==> src/rtl/axis_read_launcher_pkg.sv <==
// Shared constants for the read launcher and the stream read engine:
// config-bus register map, engine ID and the one-hot FSM encoding.
package axis_read_launcher_pkg;

  localparam int CFG_ID_DEF   = 1;
  localparam int CFG_ADDR_DEF = 23;
  localparam int CFG_DATA_DEF = 24;

  localparam int NUM_STATES  = 5;
  localparam int ST_IDLE_IDX = 0;
  localparam int ST_ID_IDX   = 1;
  localparam int ST_ADDR_IDX = 2;
  localparam int ST_LEN_IDX  = 3;
  localparam int ST_RUN_IDX  = 4;

  typedef enum logic [NUM_STATES-1:0] {
    S_IDLE = 5'(1 << ST_IDLE_IDX),
    S_ID   = 5'(1 << ST_ID_IDX),
    S_ADDR = 5'(1 << ST_ADDR_IDX),
    S_LEN  = 5'(1 << ST_LEN_IDX),
    S_RUN  = 5'(1 << ST_RUN_IDX)
  } state_e;

endpackage

==> src/rtl/axis_read_launcher_cmd_fifo.sv <==
// Synchronous descriptor FIFO with valid/ready on both sides.
// Pointers carry one extra wrap bit so full and empty are distinguishable.
module axis_cmd_fifo #(
  parameter int WIDTH  = 64,
  parameter int AWIDTH = 2
) (
  input  logic             clk,
  input  logic             rst,
  input  logic [WIDTH-1:0] in_data,
  input  logic             in_valid,
  output logic             in_ready,
  output logic [WIDTH-1:0] out_data,
  output logic             out_valid,
  input  logic             out_ready
);

  localparam int DEPTH = 1 << AWIDTH;

  logic [WIDTH-1:0] mem_q [DEPTH];
  logic [AWIDTH:0]  wr_ptr_q, wr_ptr_d;
  logic [AWIDTH:0]  rd_ptr_q, rd_ptr_d;
  logic             full, empty, push, pop;

  // Occupancy flags, handshakes and next pointer values
  always_comb begin
    empty     = (wr_ptr_q == rd_ptr_q);
    full      = (wr_ptr_q[AWIDTH] != rd_ptr_q[AWIDTH]) &&
                (wr_ptr_q[AWIDTH-1:0] == rd_ptr_q[AWIDTH-1:0]);
    in_ready  = !full;
    out_valid = !empty;
    push      = in_valid && !full;
    pop       = out_ready && !empty;
    wr_ptr_d  = wr_ptr_q + {{AWIDTH{1'b0}}, push};
    rd_ptr_d  = rd_ptr_q + {{AWIDTH{1'b0}}, pop};
    out_data  = mem_q[rd_ptr_q[AWIDTH-1:0]];
  end

  // Pointer registers; reset empties the queue
  always_ff @(posedge clk) begin
    if (rst) begin
      wr_ptr_q <= '0;
      rd_ptr_q <= '0;
    end else begin
      wr_ptr_q <= wr_ptr_d;
      rd_ptr_q <= rd_ptr_d;
    end
  end

  // Storage write; contents need no reset since the pointers gate visibility
  always_ff @(posedge clk) begin
    if (push) begin
      mem_q[wr_ptr_q[AWIDTH-1:0]] <= in_data;
    end
  end

endmodule

==> src/rtl/axis_read_launcher.sv <==
// Command sequencer for the stream read engine: queues (address, length)
// descriptors, replays each as ID/addr/len config words, then counts output
// beats and launches the next descriptor only once the stream has drained.
module axis_read_launcher
  import axis_read_launcher_pkg::*;
#(
  parameter int CFG_ID     = CFG_ID_DEF,
  parameter int CFG_ADDR   = CFG_ADDR_DEF,
  parameter int CFG_DATA   = CFG_DATA_DEF,
  parameter int CFG_AWIDTH = 5,
  parameter int CFG_DWIDTH = 32,
  parameter int Q_AWIDTH   = 2
) (
  input  logic                  clk,
  input  logic                  rst,
  input  logic [CFG_DWIDTH-1:0] cmd_addr,
  input  logic [CFG_DWIDTH-1:0] cmd_len,
  input  logic                  cmd_valid,
  output logic                  cmd_ready,
  output logic [CFG_AWIDTH-1:0] cfg_addr,
  output logic [CFG_DWIDTH-1:0] cfg_data,
  output logic                  cfg_valid,
  input  logic                  str_valid,
  input  logic                  str_ready,
  output logic                  busy,
  output logic                  done
);

  localparam logic [CFG_AWIDTH-1:0] ID_REG   = CFG_AWIDTH'(CFG_ADDR);
  localparam logic [CFG_AWIDTH-1:0] DATA_REG = CFG_AWIDTH'(CFG_DATA);
  localparam logic [CFG_DWIDTH-1:0] ID_WORD  = CFG_DWIDTH'(CFG_ID);
  localparam logic [CFG_DWIDTH-1:0] ONE      = CFG_DWIDTH'(1);
  localparam logic [CFG_DWIDTH-1:0] ZERO     = '0;

  state_e                  state_q, state_d;
  logic [CFG_DWIDTH-1:0]   addr_q, addr_d;
  logic [CFG_DWIDTH-1:0]   len_q, len_d;
  logic [CFG_DWIDTH-1:0]   beat_cnt_q, beat_cnt_d;
  logic [CFG_AWIDTH-1:0]   cfg_addr_q, cfg_addr_d;
  logic [CFG_DWIDTH-1:0]   cfg_data_q, cfg_data_d;
  logic                    cfg_valid_q, cfg_valid_d;
  logic                    done_q, done_d;

  logic [2*CFG_DWIDTH-1:0] fifo_data;
  logic                    fifo_valid;
  logic                    fifo_pop;
  logic [CFG_DWIDTH-1:0]   head_addr, head_len;
  logic                    beat;

  assign head_addr = fifo_data[2*CFG_DWIDTH-1:CFG_DWIDTH];
  assign head_len  = fifo_data[CFG_DWIDTH-1:0];
  assign beat      = str_valid & str_ready;

  axis_cmd_fifo #(
    .WIDTH  (2*CFG_DWIDTH),
    .AWIDTH (Q_AWIDTH)
  ) u_fifo (
    .clk       (clk),
    .rst       (rst),
    .in_data   ({cmd_addr, cmd_len}),
    .in_valid  (cmd_valid),
    .in_ready  (cmd_ready),
    .out_data  (fifo_data),
    .out_valid (fifo_valid),
    .out_ready (fifo_pop)
  );

  // Next-state logic. The cfg word for a state is prepared on the edge that
  // enters it, so cfg_valid is high exactly while the FSM sits in S_ID/S_ADDR/S_LEN.
  always_comb begin
    state_d     = state_q;
    addr_d      = addr_q;
    len_d       = len_q;
    beat_cnt_d  = beat_cnt_q;
    cfg_addr_d  = cfg_addr_q;
    cfg_data_d  = cfg_data_q;
    cfg_valid_d = 1'b0;
    done_d      = 1'b0;
    fifo_pop    = 1'b0;
    case (state_q)
      S_IDLE: begin
        if (fifo_valid) begin
          fifo_pop = 1'b1;
          if (head_len == ZERO) begin
            // Empty descriptor retires immediately without touching the engine
            done_d = 1'b1;
          end else begin
            addr_d      = head_addr;
            len_d       = head_len;
            cfg_valid_d = 1'b1;
            cfg_addr_d  = ID_REG;
            cfg_data_d  = ID_WORD;
            state_d     = S_ID;
          end
        end
      end
      S_ID: begin
        cfg_valid_d = 1'b1;
        cfg_addr_d  = DATA_REG;
        cfg_data_d  = addr_q;
        state_d     = S_ADDR;
      end
      S_ADDR: begin
        cfg_valid_d = 1'b1;
        cfg_addr_d  = DATA_REG;
        cfg_data_d  = len_q;
        state_d     = S_LEN;
      end
      S_LEN: begin
        beat_cnt_d = len_q;
        state_d    = S_RUN;
      end
      S_RUN: begin
        if (beat) begin
          if (beat_cnt_q == ONE) begin
            beat_cnt_d = ZERO;
            done_d     = 1'b1;
            state_d    = S_IDLE;
          end else begin
            beat_cnt_d = beat_cnt_q - ONE;
          end
        end
      end
      default: begin
        state_d = S_IDLE;
      end
    endcase
  end

  // Control and output registers; reset abandons any in-flight descriptor
  always_ff @(posedge clk) begin
    if (rst) begin
      state_q     <= S_IDLE;
      beat_cnt_q  <= '0;
      cfg_addr_q  <= '0;
      cfg_data_q  <= '0;
      cfg_valid_q <= 1'b0;
      done_q      <= 1'b0;
    end else begin
      state_q     <= state_d;
      beat_cnt_q  <= beat_cnt_d;
      cfg_addr_q  <= cfg_addr_d;
      cfg_data_q  <= cfg_data_d;
      cfg_valid_q <= cfg_valid_d;
      done_q      <= done_d;
    end
  end

  // Latched descriptor fields; only read after being loaded on a pop
  always_ff @(posedge clk) begin
    addr_q <= addr_d;
    len_q  <= len_d;
  end

  assign cfg_addr  = cfg_addr_q;
  assign cfg_data  = cfg_data_q;
  assign cfg_valid = cfg_valid_q;
  assign busy      = (state_q != S_IDLE);
  assign done      = done_q;

endmodule

==> config.mk <==
export PLATFORM = sky130hd
export DESIGN_NAME = axis_read_launcher
export DESIGN_NICKNAME = d
export VERILOG_FILES = /design/src/rtl/axis_read_launcher_pkg.sv /design/src/rtl/axis_read_launcher_cmd_fifo.sv /design/src/rtl/axis_read_launcher.sv
export SDC_FILE = /design/constraint.sdc
export NUM_CORES = 1
export LEC_CHECK = 0
export BUFFER_PORTS_ARGS = -buffer_cell sky130_fd_sc_hd__buf_2
export CAP_MARGIN = 20
export CORE_MARGIN = 2
export CORE_UTILIZATION = 35
export DETAILED_ROUTE_END_ITERATION = 8
export HOLD_SLACK_MARGIN = 0.15
export PLACE_DENSITY = 0.57
export SLEW_MARGIN = 30
export SYNTH_ARGS = -nofsm -noshare
export SYNTH_HDL_FRONTEND = slang
export SYNTH_SLANG_ARGS = --single-unit
==> constraint.sdc <==
create_clock -name clk -period 9.1 [get_ports clk]
set_input_delay 1.365 -clock clk [delete_from_list [all_inputs] [get_ports clk]]
set_output_delay 1.365 -clock clk [all_outputs]
set_load 0.01 [all_outputs]
==> results.tsv, run 1 <==
metric	value	unit
worstHoldPathType	reg2reg	
yosysTopAreaCellShare	0.622	
grt.overflow.total	0	
yosys-top-cells-area	edfxtp_1 (62%), dfxtp_1 (10%), mux4_2 (9.3%), o2bb2ai_2 (2.9%), a22oi_1 (1.9%)	
crit_type	reg2reg	
ios	110	
synth_seq_cells	400	
cts_root_buf	clkbuf_16	
hold_violations	0	
syn_to_final_growth	16.2	%
fin_util	0.414	
stdcell_area	0.0180	sq mm
die_x	214	um
placed_cell_area	0.0167	sq mm
critical_path.max_fanout	34	
grt_pass1_wl	54100	um
clkLatencyLatePin	0.54	ns
synth_edf_count	320	
max_freq	235	MHz
cts_tree	yes	
status	finished clean	
fillCellCount	3905	
wl	35400	um
cts_buffers	40	
setup_viol	0	
rows	76	
dp_hpwl	23200	um
ys_types	63	
portBuffers	109	
clock_tree.buffer_depth	3	
antenna_found_initial	0	
cts.repair.resized	0	
postSynthCellCount	890	
grt_max_degree	68	
clock-sinks	400	
synth.yosys.seq_area_share	0.726	
synth.avg_cell_area	17.4	sq um
critPathArrivalTime	4.72	ns
drive_above_1_share	0.280	
gp_congestion	0.796	
worstSetupStartpointType	register	
track_usage	0.153	
final_cell_mix	edfxtp_1 (320), buf_2 (108), dfxtp_1 (78)	
multiInputGateArea	0.00402	sq mm
cts_setup_buffers	0	
cap_violations	0	
vias	8544	
peakVddDrop	134	uV
async_flop_share	0	
synth_nets	965	
final_nets	1086	
die_height	214	um
synth.yosys.warnings	0	
ant_nets	0	
grt_pass1_vias	8567	
clk_pin_slew	0.06	ns
synth-main-ff-cell	edfxtp_1	
seqCellArea	0.0112	sq mm
first_pass_iters	5	
final_common_cell	edfxtp_1	
yosysTopAreaCell	edfxtp_1	
final.min_clock_period	4.26	ns
post-route-period-util	0.469	
setup_tns	0	ns
via_per_inst	5.24	
cts_hold_buf	0	
initial_core_util	0.356	
crit_required	9.56	ns
setup_slack	4.84	ns
slew_headroom	0.383	
slew_viol_final	0	
die_area	0.0458	sq mm
skew	0.0216	ns
end_kind	register	
p_leak	5.95	nW
netlist_area	0.0155	sq mm
powerDensity	262	mW/mm^2
pre_cts_ws	4.66	ns
drc_errors	0	
worst_pin_slew	0.925	ns
rsz0062_at_grt	false	
hold_slack	0.470	ns
drtIter0Drc	748	
post_drt_wl_per_cell	21.7	um
core_area	0.0434	sq mm
htree_levels	2	
==> path summary, 6_finish.rpt <==
path / startpoint / endpoint / slack, ns / cells past startpoint
worst min register to register: cfg_data[8]$_SDFFE_PP0P_ / cfg_data[8]$_SDFFE_PP0P_ / 0.47 / 1
worst min-delay path: cfg_data[8]$_SDFFE_PP0P_ / cfg_data[8]$_SDFFE_PP0P_ / 0.47 / 1
worst max register to register: u_fifo.rd_ptr_q[0]$_SDFF_PP0_ / cfg_data[4]$_SDFFE_PP0P_ / 4.84 / 8
worst max-delay path: u_fifo.rd_ptr_q[0]$_SDFF_PP0_ / cfg_data[4]$_SDFFE_PP0P_ / 4.84 / 8
==> registers in the layout (all words and copies together), names as in the netlist <==
name and cells:
addr_q 32, beat_cnt_q 32, cfg_addr 3, cfg_data 32, cfg_valid 1, done 1
len_q 32, state_q 5, u_fifo.mem_q 256, u_fifo.rd_ptr_q 3, u_fifo.wr_ptr_q 3
==> worst max-delay path: stages (launching register included) <==
cell	delay, ns
dfxtp_4	0.80
buf_4	0.66
mux4_2	0.61
nor4_1	0.43
nand4_1	0.22
or2_4	0.33
a21boi_4	0.48
buf_4	0.46
o2bb2ai_2	0.14
==> synthesized netlist by cell type, drive strengths merged (2+ instances only) <==
cell / n
a211oi: 5
nand2b: 2
nor3b: 5
clkbuf: 34
nand3b: 4
o21ai: 23
o41ai: 2
a22oi: 40
o32ai: 6
nor3: 18
o2bb2ai: 31
a32o: 4
dfxtp: 80
a31oi: 15
and3: 4
mux4: 64
o31a: 2
nand2: 38
edfxtp: 320
a21o: 2
nor4: 22
nor2b: 7
a222oi: 2
o31ai: 5
buf: 13
and2: 8
inv: 12
xnor2: 2
or3: 5
a21oi: 20
or2: 3
nand3: 22
or4: 2
xor2: 3
nand4: 5
a22o: 2
ha: 6
nor2: 38
==> layout make-up <==
cell class              instances  area share
clock inverters                16     0.00592
repair buffers                126      0.0400
flip-flops and latches        400       0.625
diodes                          1    0.000139
well taps                     585      0.0408
multi-input cells             431       0.224
clock buffers                  58      0.0624
inverters                      12     0.00251
==> per-layer routing <==
metal,vias to the layer above,share of wire,track usage
met1,4370,0.44,0.214
met5,-,0,0
met4,0,0.021,0.0424
met3,54,0.049,0.0255
li1,3884,-,-
met2,236,0.49,0.248
==> where the power goes <==
group | internal, mW | switching (mW)
Sequential | 2.30 | 0.223
Clock | 0.885 | 0.655
Combinational | 0.278 | 0.369
==> through the flow <==
step,std cells,total power [mW]
after global placement,1551,3.21
after detailed placement,1552,3.22
final,1629,4.71
after global routing,1628,4.91
after floorplan,890,2.91
after CTS,1626,4.77
==> cell families after synthesis <==
group,count (synthesis),share of synthesized area
buf+inv,59,0.0174
flops,400,0.726
fa+ha+maj,6,0.00486
xor+xnor,5,0.00283
compound gates,169,0.0918
mux,66,0.0947
simple gates,185,0.0628
(Power assumes the default switching activity.)
==> run 2, diff against run 1 <==
--- a/config.mk
+++ b/config.mk
@@ -11,7 +11,7 @@
 export CORE_UTILIZATION = 35
 export DETAILED_ROUTE_END_ITERATION = 8
 export HOLD_SLACK_MARGIN = 0.15
-export PLACE_DENSITY = 0.57
+export PLACE_DENSITY = 0.59
 export SLEW_MARGIN = 30
 export SYNTH_ARGS = -nofsm -noshare
 export SYNTH_HDL_FRONTEND = slang
==> constraint.sdc (replaced) <==
create_clock -name clk -period 3.4 [get_ports clk]
set_input_delay 0.51 -clock clk [delete_from_list [all_inputs] [get_ports clk]]
set_output_delay 0.51 -clock clk [all_outputs]
set_load 0.01 [all_outputs]
==> run 2 against run 1 <==
Against the previous run:
- flip-flop and latch count stayed put
- power rose to 2.9 times the previous value
- die area unchanged
- via count is 0.83% higher
- final area rose by 3.3%
- core utilization increased by 1.4 points
==> results.tsv, run 2 (synthesis gave the netlist of run 1 again) <==
metric	value	unit	change
crit_family	simple AND/OR/NAND/NOR gates		
p_leak	6.25	nW	+5.0%
final_common_cell	edfxtp_1		
clock-sinks	400		unchanged
cts_tree	yes		
crit_buf_inv	2		unchanged
cap_violations	0		unchanged
crit_type	reg2reg		
drc_errors	0		unchanged
grt.overflow.total	0		unchanged
placed_cell_area	0.0171	sq mm	+2.3%
max_freq	337	MHz	+44%
grt_max_degree	65		-4.4%
largest_reg_flops	256		unchanged
skew	0.0179	ns	-0.00375 ns
drive_above_1_share	0.310		+0.0304
rows	76		unchanged
slew_headroom	0.331		-0.0527
vias	8615		+0.83%
clkLatencyLatePin	0.54	ns	about the same
powerDensity	727	mW/mm^2	+180%
worstSetupStartpointType	register		
die_height	214	um	unchanged
gp_congestion	0.856		+7.6%
ios	110		unchanged
die_area	0.0458	sq mm	unchanged
post-route-period-util	0.874		+0.405
peakVddDrop	350	uV	+160%
dp_hpwl	23400	um	+0.98%
worst_pin_slew	1.00	ns	+0.0791 ns
rsz0062_at_grt	false		
critPathArrivalTime	3.26	ns	-1.46 ns
final_cell_mix	edfxtp_1 (320), buf_2 (109), dfxtp_1 (78)		
setup_viol	0		unchanged
cts_buffers	42		+5.0%
end_kind	register		
hold_violations	0		unchanged
final.min_clock_period	2.97	ns	-1.29 ns
die_x	214	um	unchanged
clk_pin_slew	0.06	ns	about the same
cp_slowest_stage_delay	0.54	ns	-0.26 ns
grt_pass1_vias	8632		+0.76%
hold_slack	0.185	ns	-0.285 ns
clock_tree.buffer_depth	3		unchanged
first_pass_iters	4		-1
track_usage	0.151		-0.00171
crit_required	3.69	ns	-5.87 ns
post_drt_wl_per_cell	21.0	um	-3.1%
antenna_found_initial	4		+4
initial_core_util	0.356		unchanged
crit_path_top_delay_cell	mux4_2		
grt_pass1_wl	53400	um	-1.2%
final_nets	1116		+2.8%
crit_chain	buf_12 -> mux4_2 -> nor4_1 -> nand4_1 -> or2_4 -> and2_4 -> buf_12		
via_per_inst	5.19		-1.1%
wl	34900	um	-1.2%
core_area	0.0434	sq mm	unchanged
critical_path.max_fanout	39		+15%
worstHoldPathType	in2reg		
status	finished clean		
cts_root_buf	clkbuf_16		
htree_levels	2		unchanged
cts_hold_buf	0		unchanged
syn_to_final_growth	20.1	%	
drtIter0Drc	758		+1.3%
worst_path_most_repeated_cell	buf_12		
portBuffers	109		unchanged
cts_setup_buffers	0		unchanged
cts.repair.resized	0		unchanged
stdcell_area	0.0186	sq mm	+3.3%
slew_viol_final	0		unchanged
ant_nets	0		unchanged
==> run 2: cell types whose count changed in the layout (fill, tap and decap cells not counted), moves of 2 or more <==
| cell | previous run | this run |
|---|---|---|
| clkinvlp_4 | 1 | 3 |
| clkinv_2 | 5 | 7 |
| clkinv_1 | 7 | 4 |
| bufinv_16 | 1 | 7 |
| inv_6 | 2 | 0 |
| buf_12 | 2 | 14 |
| clkbuf_16 | 42 | 45 |
| buf_4 | 15 | 31 |
| clkbuf_1 | 14 | 5 |
==> run 2: worst paths after layout <==
| check | from | endpoint | slack (ns) | cells after the start |
|---|---|---|---|---|
| max | u_fifo.rd_ptr_q[0]$_SDFF_PP0_ | len_q[21]$_DFFE_PP_ | 0.43 | 7 |
| min | cmd_len[8] | u_fifo.mem_q[3][8]$_DFFE_PP_ | 0.18 | 1 |
| max reg2reg | u_fifo.rd_ptr_q[0]$_SDFF_PP0_ | len_q[21]$_DFFE_PP_ | 0.43 | 7 |
| min reg2reg | cfg_data[31]$_SDFFE_PP0P_ | cfg_data[31]$_SDFFE_PP0P_ | 0.47 | 1 |
==> run 2: power breakdown <==
part | internal, mW | switching [mW]
registers | 6.16 | 0.427
logic | 0.879 | 1.15
clock network | 3.02 | 1.85
==> run 2: cell type report <==
type,instances,area (sq um)
Fill cell,3873,24800
Sequential cell,400,11200
Inverter,12,45.0
Timing Repair Buffer,154,1060
Clock buffer,54,1200
Tap cell,585,732
Antenna cell,2,5.00
Clock inverter,22,292
Multi-Input combinational cell,431,4010
==> run 2: worst register-to-register path, delay by kind of cell, from the launching register on <==
| family | cells | cell delay, ns |
|---|---|---|
| AND/OR/NAND/NOR | 4 | 1.26 |
| buffers and inverters | 2 | 0.50 |
| flip-flops | 1 | 0.39 |
| multiplexers | 1 | 0.57 |
==> run 2: metal layers <==
| layer | part of all wire | track usage |
|---|---|---|
| met5 | 0.00063 | 0 |
| met4 | 0.023 | 0.0458 |
| met3 | 0.052 | 0.0255 |
| met2 | 0.49 | 0.248 |
| met1 | 0.44 | 0.207 |
==> run 2: through the flow <==
stage | instances | setup TNS, ns | utilization | power [mW] | setup slack (ns)
5_1_grt | 1659 | 0 | 0.428 | 14.0 | 0.269
4_1_cts | 1658 | 0 | 0.428 | 13.6 | 0.352
3_3_place_gp | 1582 | 0 | 0.393 | 8.75 | 0.390
2_1_floorplan | 890 | -5.00 | - | 7.79 | -0.0391
3_5_place_dp | 1582 | 0 | 0.393 | 8.77 | 0.374
6_report | 1660 | 0 | 0.428 | 13.5 | 0.429
==> run 3, diff against run 2 <==
--- a/config.mk
+++ b/config.mk
@@ -5,13 +5,13 @@
 export SDC_FILE = /design/constraint.sdc
 export NUM_CORES = 1
 export LEC_CHECK = 0
-export BUFFER_PORTS_ARGS = -buffer_cell sky130_fd_sc_hd__buf_2
 export CAP_MARGIN = 20
 export CORE_MARGIN = 2
 export CORE_UTILIZATION = 35
 export DETAILED_ROUTE_END_ITERATION = 8
+export DONT_BUFFER_PORTS = 1
 export HOLD_SLACK_MARGIN = 0.15
-export PLACE_DENSITY = 0.59
+export PLACE_DENSITY = 0.57
 export SLEW_MARGIN = 30
 export SYNTH_ARGS = -nofsm -noshare
 export SYNTH_HDL_FRONTEND = slang
==> run 3 against run 2 <==
Against the previous run:
- die area is the same
- core utilization shrank 0.13 points
- clock skew shrank 0.0049 ns
- setup slack gained 0.0031 ns
- power shrank 3.6%
- register-to-register slack is essentially flat
- routed wire length is essentially flat
- first-iteration DRC count shrank 6.3%
- via count shrank 2.9%
==> results.tsv, run 3 (synthesis gave the netlist of run 1 again) <==
metric	value	unit	change
die_x	214	um	unchanged
cap_violations	0		unchanged
clock_tree.buffer_depth	3		unchanged
setup_slack	0.432	ns	+0.00308 ns
max_freq	337	MHz	+0.10%
finalPower	13.0	mW	-3.6%
hold_violations	0		unchanged
crit_required	3.68	ns	about the same
clkLatencyLatePin	0.54	ns	about the same
portBuffers	0		-100%
hold_start	rst		
multiInputGateArea	0.00401	sq mm	unchanged
crit_type	reg2reg		
cts_tree	yes		
ios	110		unchanged
fin_cells	1620		-2.4%
peakVddDrop	343	uV	-2.2%
cts_buffers	42		unchanged
worstSetupStartpointType	register		
htree_levels	2		unchanged
dp_hpwl	23700	um	+1.1%
ant_nets	0		unchanged
placed_cell_area	0.0165	sq mm	-3.5%
drive_above_1_share	0.212		-0.0987
rows	76		unchanged
final_cell_mix	edfxtp_1 (320), dfxtp_1 (78), mux4_2 (64), dlygate4sd3_1 (64), clkbuf_16 (43)		
worstHoldPathType	in2reg		
slew_headroom	0.418		+0.0870
gp_congestion	0.863		+0.76%
wl	34900	um	about the same
track_usage	0.152		+0.00124
final_common_cell	edfxtp_1		
grt.overflow.total	0		unchanged
stdcell_area	0.0185	sq mm	-0.30%
core_area	0.0434	sq mm	unchanged
status	finished clean		
drc_errors	0		unchanged
rr_worst_depth	7		unchanged
fillCellCount	3885		+0.31%
grt_pass1_vias	8452		-2.1%
critPathArrivalTime	3.25	ns	about the same
first_pass_iters	7		+3
critical_path.max_fanout	35		-10%
final_nets	1072		-3.9%
hold_slack	0.284	ns	+0.0992 ns
post_drt_wl_per_cell	21.6	um	+2.5%
fin_util	0.427		-0.00127
worst_path_most_repeated_cell	buf_12		
end_kind	register		
crit_path_top_delay_cell	mux4_2		
largest_reg_flops	256		unchanged
final.min_clock_period	2.97	ns	-0.00308 ns
rsz0062_at_grt	false		
cp_slowest_stage_delay	0.55	ns	about the same
worst_pin_slew	0.866	ns	-0.138 ns
post-route-period-util	0.873		-0.000905
vias	8366		-2.9%
via_per_inst	5.16		-0.49%
r2r_slack	0.43	ns	about the same
setup_tns	0	ns	unchanged
initial_core_util	0.356		unchanged
clock-sinks	400		unchanged
setup_viol	0		unchanged
grt_pass1_wl	54000	um	+1.1%
syn_to_final_growth	19.7	%	
cts_root_buf	clkbuf_16		
die_area	0.0458	sq mm	unchanged
skew	0.0130	ns	-0.00489 ns
antenna_found_initial	5		+1
pre_cts_ws	0.347	ns	-0.0268 ns
crit_chain	buf_12 -> mux4_2 -> nor4_1 -> nand4_1 -> or2_4 -> and2_4 -> buf_12		
p_leak	5.96	nW	-4.6%
crit_buf_inv	2		unchanged
rr_startpoint	u_fifo.rd_ptr_q[0]$_SDFF_PP0_		
grt_max_degree	68		+4.6%
min_delay_path_depth	2		+1
clk_pin_slew	0.06	ns	about the same
dpl.cell_count	1473		-6.9%
crit_family	simple AND/OR/NAND/NOR gates		
slew_viol_final	0		unchanged
seqCellArea	0.0112	sq mm	unchanged
powerDensity	703	mW/mm^2	-3.3%
worstReg2RegEnd	addr_q[5]$_DFFE_PP_		
die_height	214	um	unchanged
drtIter0Drc	710		-6.3%
cts_setup_buffers	0		unchanged
hold_end	beat_cnt_q[12]$_SDFFE_PP0P_		
[run 3: cell count changes in the layout (fill, tap and decap cells not counted), moves of 2 or more]
| cell | delta |
|---|---|
| buf_12 | -4 |
| buf_2 | -109 |
| buf_4 | +4 |
| bufinv_16 | -4 |
| clkbuf_1 | +10 |
| clkbuf_16 | -2 |
| clkinv_1 | -2 |
| clkinv_2 | -2 |
| diode_2 | +3 |
| dlygate4sd3_1 | +64 |
| inv_6 | +2 |
[run 3: where the power goes]
| part | switching (mW) | internal (mW) |
|---|---|---|
| combinational | 1.09 | 0.829 |
| sequential | 0.467 | 6.15 |
| clock | 1.79 | 2.68 |
[run 3: worst max path at each step]
stage                                       start                      endpoint  slack (ns)  cells after the start
floorplan           u_fifo.rd_ptr_q[1]$_SDFF_PP0_  u_fifo.mem_q[1][0]$_DFFE_PP_       -0.04                      8
global placement    u_fifo.rd_ptr_q[0]$_SDFF_PP0_           addr_q[7]$_DFFE_PP_        0.29                      7
finish              u_fifo.rd_ptr_q[0]$_SDFF_PP0_           addr_q[5]$_DFFE_PP_        0.43                      7
global route        u_fifo.rd_ptr_q[0]$_SDFF_PP0_          addr_q[10]$_DFFE_PP_        0.16                      7
CTS                 u_fifo.rd_ptr_q[0]$_SDFF_PP0_          addr_q[21]$_DFFE_PP_        0.33                      7
detailed placement  u_fifo.rd_ptr_q[0]$_SDFF_PP0_           addr_q[5]$_DFFE_PP_        0.35                      7
[run 3: layout make-up]
class | count | share of cell area
diodes | 5 | 0.000676
flip-flops and latches | 400 | 0.606
inverters | 12 | 0.00243
well taps | 585 | 0.0396
repair buffers | 110 | 0.0611
multi-input cells | 431 | 0.217
clock buffers | 63 | 0.0649
clock inverters | 14 | 0.00839
[run 3: what timing repair did]
item	4_1_cts	5_1_grt
gates resized for setup	0	0
hold buffers	65	0
hold endpoints to repair	323	0
[run 3: routing by layer]
metal	vias to the layer above	global-route usage	part of all wire
met4	0	0.0438	0.019
met3	48	0.0291	0.052
li1	3858	-	-
met2	222	0.243	0.48
met5	-	0	0
met1	4238	0.214	0.45
